[src/rtl/bus_arbiter2_pkg.sv]
// Shared definitions for the two-requester bus arbiter: FSM states and
// requester indices.
package bus_arbiter2_pkg;

  typedef enum logic [1:0] {
    IDLE = 2'd0,
    OWN0 = 2'd1,
    OWN1 = 2'd2
  } state_t;

  localparam int REQ_FETCH = 0;
  localparam int REQ_LSU   = 1;

  function automatic state_t own_state(input logic idx);
    return idx ? OWN1 : OWN0;
  endfunction

endpackage

[src/rtl/bus_arbiter2_mux2.sv]
// Two-input, WIDTH-bit multiplexer feeding the shared memory address.
module mux2 #(
  parameter int WIDTH = 32
) (
  input  logic [WIDTH-1:0] a0,
  input  logic [WIDTH-1:0] a1,
  input  logic             s,
  output logic [WIDTH-1:0] y
);

  assign y = s ? a1 : a0;

endmodule

[src/rtl/bus_arbiter2.sv]
// Round-robin arbiter giving a fetch and a load/store requester bounded
// bursts on one shared memory port.
module bus_arbiter2
  import bus_arbiter2_pkg::*;
#(
  parameter int WIDTH     = 32,
  parameter int MAX_BEATS = 4
) (
  input  logic             clk,
  input  logic             reset_n,
  input  logic [1:0]       req,
  input  logic [1:0]       last,
  input  logic [WIDTH-1:0] addr0,
  input  logic [WIDTH-1:0] addr1,
  input  logic             mem_ready,
  output logic [1:0]       gnt,
  output logic             sel,
  output logic [WIDTH-1:0] mem_addr,
  output logic             mem_valid
);

  localparam int CW = $clog2(MAX_BEATS + 1);
  localparam logic [CW-1:0] MAX_CNT = CW'(MAX_BEATS);

  state_t        state, state_nxt;
  logic          prio, prio_nxt;
  logic [CW-1:0] cnt, cnt_nxt;
  logic          sel_nxt;
  logic          owner;
  logic          own_req;
  logic          oth_req;
  logic          own_last;
  logic          beat;
  logic          release_own;

  assign owner    = (state == OWN1);
  assign own_req  = req[owner];
  assign oth_req  = req[~owner];
  assign own_last = last[owner];

  assign gnt       = {state == OWN1, state == OWN0};
  assign mem_valid = (state != IDLE) && own_req;
  assign beat      = mem_valid && mem_ready;

  // A dropped request releases immediately; otherwise only a completing beat can.
  assign release_own = !own_req ||
                       (beat && (own_last || (cnt + 1'b1 == MAX_CNT)));

  always_comb begin
    state_nxt = state;
    prio_nxt  = prio;
    cnt_nxt   = cnt;
    if (state == IDLE) begin
      cnt_nxt = '0;
      if (req == 2'b11)
        state_nxt = own_state(prio);
      else if (req[REQ_LSU])
        state_nxt = OWN1;
      else if (req[REQ_FETCH])
        state_nxt = OWN0;
    end else if (release_own) begin
      prio_nxt = ~owner;
      cnt_nxt  = '0;
      if (oth_req)
        state_nxt = own_state(~owner);
      else if (own_req)
        state_nxt = own_state(owner);
      else
        state_nxt = IDLE;
    end else if (beat) begin
      cnt_nxt = cnt + 1'b1;
    end
  end

  // sel follows the owner and keeps its last value while idle.
  always_comb begin
    sel_nxt = sel;
    if (state_nxt == OWN1)
      sel_nxt = 1'b1;
    else if (state_nxt == OWN0)
      sel_nxt = 1'b0;
  end

  always_ff @(posedge clk) begin
    if (!reset_n) begin
      state <= IDLE;
      prio  <= 1'b0;
      cnt   <= '0;
      sel   <= 1'b0;
    end else begin
      state <= state_nxt;
      prio  <= prio_nxt;
      cnt   <= cnt_nxt;
      sel   <= sel_nxt;
    end
  end

  mux2 #(.WIDTH(WIDTH)) u_addr_mux (
    .a0 (addr0),
    .a1 (addr1),
    .s  (sel),
    .y  (mem_addr)
  );

endmodule
[config.mk]
export PLATFORM = sky130hd
export DESIGN_NAME = bus_arbiter2
export DESIGN_NICKNAME = d
export VERILOG_FILES = /design/src/rtl/bus_arbiter2_pkg.sv /design/src/rtl/bus_arbiter2_mux2.sv /design/src/rtl/bus_arbiter2.sv
export SDC_FILE = /design/constraint.sdc
export NUM_CORES = 1
export LEC_CHECK = 0
export ABC_AREA = 0
export CAP_MARGIN = 5
export CORE_MARGIN = 2
export CORE_UTILIZATION = 28
export DETAILED_ROUTE_END_ITERATION = 8
export PLACE_DENSITY = 0.86
export SLEW_MARGIN = 20
export SYNTH_ARGS = -nofsm -noshare
export SYNTH_HDL_FRONTEND = slang
export SYNTH_SLANG_ARGS = --single-unit
export TNS_END_PERCENT = 50
[constraint.sdc]
create_clock -name clk -period 5.3 [get_ports clk]
set_clock_uncertainty 0.05 [all_clocks]
set_input_delay 1.325 -clock clk [delete_from_list [all_inputs] [get_ports clk]]
set_output_delay 1.325 -clock clk [all_outputs]
set_load 0.05 [all_outputs]
==> results.py <==
metrics = {
    "outcome": {
        "status": "complete, no violations",
    },
    "clocking": {
        "cts_tree": "done",
        "htreeDepth": 1,
        "ctsHoldBuffers": 0,
        "clk_latency_ns": 0.25,
        "cts_buffers": 3,
        "cts.path.max_buffers": 2,
        "post_cts_buffers": 0,
        "cts_sinks": 7,
        "ctsRootBufferMaster": "clkbuf_4",
        "clk_pin_slew_ns": 0.06,
        "cts-resized-gates": 0,
    },
    "worst_setup_path": {
        "path_delay_family": "buffers and inverters",
        "crit_arrival_ns": 3.09,
        "r2r_slack_ns": 3.25,
        "reg2reg_to": "sel$_SDFFE_PN0P_",
        "cp_max_fo": 5,
        "end_kind": "primary output",
        "critPathLaunchType": "input pin",
        "crit_type": "in -> out",
        "crit_buf_inv": 2,
        "slowest_delay_ns": 0.71,
        "cp.depth": 4,
        "cp-startpoint": "req[0]",
        "crit_chain": "clkdlybuf4s50_1, and2_1, or2_2, clkdlybuf4s50_1",
        "endpoint": "mem_valid",
        "r2r_start": "cnt[0]$_SDFFE_PP0P_",
        "required_ns": 3.92,
        "r2r_cells": 9,
        "cpMaxStageDelayCell": "clkdlybuf4s50_1",
        "crit_path_frequent_cell": "clkdlybuf4s50_1",
    },
    "timing": {
        "max_freq_mhz": 224,
        "hold_violations": 0,
        "worst_pin_slew_ns": 0.569,
        "min_period_over_period": 0.842,
        "finalMaxSlewViolations": 0,
        "setup_tns_ns": 0,
        "rsz0062_at_grt": "false",
        "setup_violations": 0,
        "finalCriticalPeriod_ns": 4.46,
        "max_slew_margin": 0.620,
    },
    "logic_synthesis": {
        "synthCells": 92,
        "synth_top_area_cell": "mux2_2",
        "yosys_register_bits": 7,
        "syn-cell-area_sq_um": 868,
        "netlist.area_leader.share": 0.415,
        "ys_warn_count": 0,
        "syn_nets": 166,
        "seq_area_frac_synth": 0.161,
        "synth.avg_cell_area_sq_um": 9.44,
        "yosysUniqueCellTypes": 29,
        "ys_top_cells_by_area": "mux2_2 41%, dfxtp_1 16%, nand2b_1 5.0%, ha_1 4.3%, o21a_1 2.6%",
    },
    "layout": {
        "area_growth_pct": 128,
        "drive_above_1_share": 0.212,
        "finalNonFillerCells": 231,
        "layout_commonest_cell": "clkdlybuf4s50_1",
        "layout_common_cells": "106 x clkdlybuf4s50_1, 32 x mux2_2, 7 x nand2b_1, 7 x dfxtp_1",
        "nets": 273,
        "finish.utilization": 0.659,
        "antenna_cells": 0,
    },
    "floorplan": {
        "ios": 107,
        "initial_core_util": 0.289,
        "dieHeight_microns": 59.7,
        "dieArea_sq_um": 3560,
        "die_x_microns": 59.7,
        "rows": 20,
        "core_area_sq_um": 3000,
    },
    "grt": {
        "antenna_found_initial": 0,
        "grtUsageMet1": 0.215,
        "met2_usage": 0.359,
        "grt-busiest-layer": "met2",
        "grt_max_degree": 21,
        "grt_pass1_wl_mm": 5.26,
        "grt_pass1_vias": 1203,
        "grt_usage": 0.199,
        "grt_remaining_overflow": 0,
        "grt_util_met3": 0.0628,
    },
    "drt": {
        "num_vias": 1094,
        "first_pass_iters": 4,
        "drt_iter0_markers": 11,
        "wl_mm": 3.59,
        "viasPerCell": 4.74,
        "remaining_drc_errors": 0,
        "wl_per_cell_microns": 15.6,
        "ant_nets": 0,
    },
    "place": {
        "dpl.cell_count": 227,
        "hpwl_mm": 3.14,
        "portBuffers": 106,
        "gp_congestion": 0.788,
    },
    "run": {
        "maxCapViolations": 0,
    },
    "power": {
        "powerDensity_nw_per_um2": 180,
        "vdd_drop_max_mv": 0.164,
        "p_leak_uw": 0.000737,
    },
    "hold_path": {
        "min_path_type": "reg -> reg",
    },
}
synthesized netlist by cell type (all sizes together):
cell	count
nand3	2
inv	2
nor2b	4
clkbuf	1
buf	4
a21boi	1
o21a	3
and2	2
ha	3
o211a	1
nand2b	7
mux2i	2
mux2	33
a31oi	1
or2	1
a211oi	1
nand2	1
and3b	1
a21oi	4
o21ai	3
nor2	5
nand3b	2
dfxtp	7
o221ai	1
worst register-to-register path, delay by kind of cell (launching register included):
| kind | cells | cell delay, ns |
|---|---|---|
| fa+ha+maj | 3 | 0.69 |
| simple gates | 3 | 0.36 |
| compound gates | 1 | 0.11 |
| mux | 2 | 0.39 |
| flops | 1 | 0.32 |
final cells by class:
cell class,count,area [sq um]
clock buffer,4,26.3
fill,249,1020
inverter,2,7.51
multi-input combinational,78,694
sequential,7,140
tap,33,41.3
timing repair buffer,107,1070
metrics by stage:
| stage | total power [uW] | setup slack [ns] | hold WS, ns | area, sq um |
|---|---|---|---|---|
| 2_1_floorplan | 203 | 2.00 | 0.394 | 868 |
| 3_3_place_gp | 303 | 0.891 | 0.405 | 1950 |
| 3_5_place_dp | 307 | 0.844 | 0.422 | 1950 |
| 4_1_cts | 359 | 0.842 | 0.432 | 1980 |
| 5_1_grt | 375 | 0.786 | 0.464 | 1980 |
| 6_report | 355 | 0.840 | 0.430 | 1980 |
kinds of logic after synthesis:
| group | after synthesis | share of synthesized area |
|---|---|---|
| muxes | 35 | 0.455 |
| and+or+nand+nor | 25 | 0.177 |
| buffers and inverters | 7 | 0.0389 |
| DFF | 7 | 0.161 |
| AOI/OAI and AO/OA | 15 | 0.124 |
| adders and majority gates | 3 | 0.0432 |
per-layer routing:
layer  wire length (microns)  vias to the layer above
li1                        -                      546
met1                    1320                      495
met3                     207                        6
met4                      66                        0
met2                    2000                       47
met5                       0                        -
worst min path at each step:
stage	start	end	slack (ns)	depth (start not counted)
after floorplan	cnt[2]$_SDFFE_PP0P_	cnt[2]$_SDFFE_PP0P_	0.39	2
after global placement	cnt[2]$_SDFFE_PP0P_	cnt[2]$_SDFFE_PP0P_	0.40	2
after detailed placement	cnt[1]$_SDFFE_PP0P_	cnt[1]$_SDFFE_PP0P_	0.42	2
after CTS	cnt[1]$_SDFFE_PP0P_	cnt[1]$_SDFFE_PP0P_	0.43	2
after global routing	cnt[2]$_SDFFE_PP0P_	cnt[2]$_SDFFE_PP0P_	0.46	2
final	cnt[1]$_SDFFE_PP0P_	cnt[1]$_SDFFE_PP0P_	0.43	2
power by group:
| part | switching, uW | internal (uW) | leakage [uW] | total [uW] |
|---|---|---|---|---|
| logic | 128 | 117 | 0.000665 | 245 |
| clock network | 20.5 | 28.8 | 0.0000150 | 49.3 |
| registers | 5.48 | 55.1 | 0.0000571 | 60.5 |
| total | 154 | 201 | 0.000737 | 355 |
Note: power is estimated with default switching activity, not from simulation.
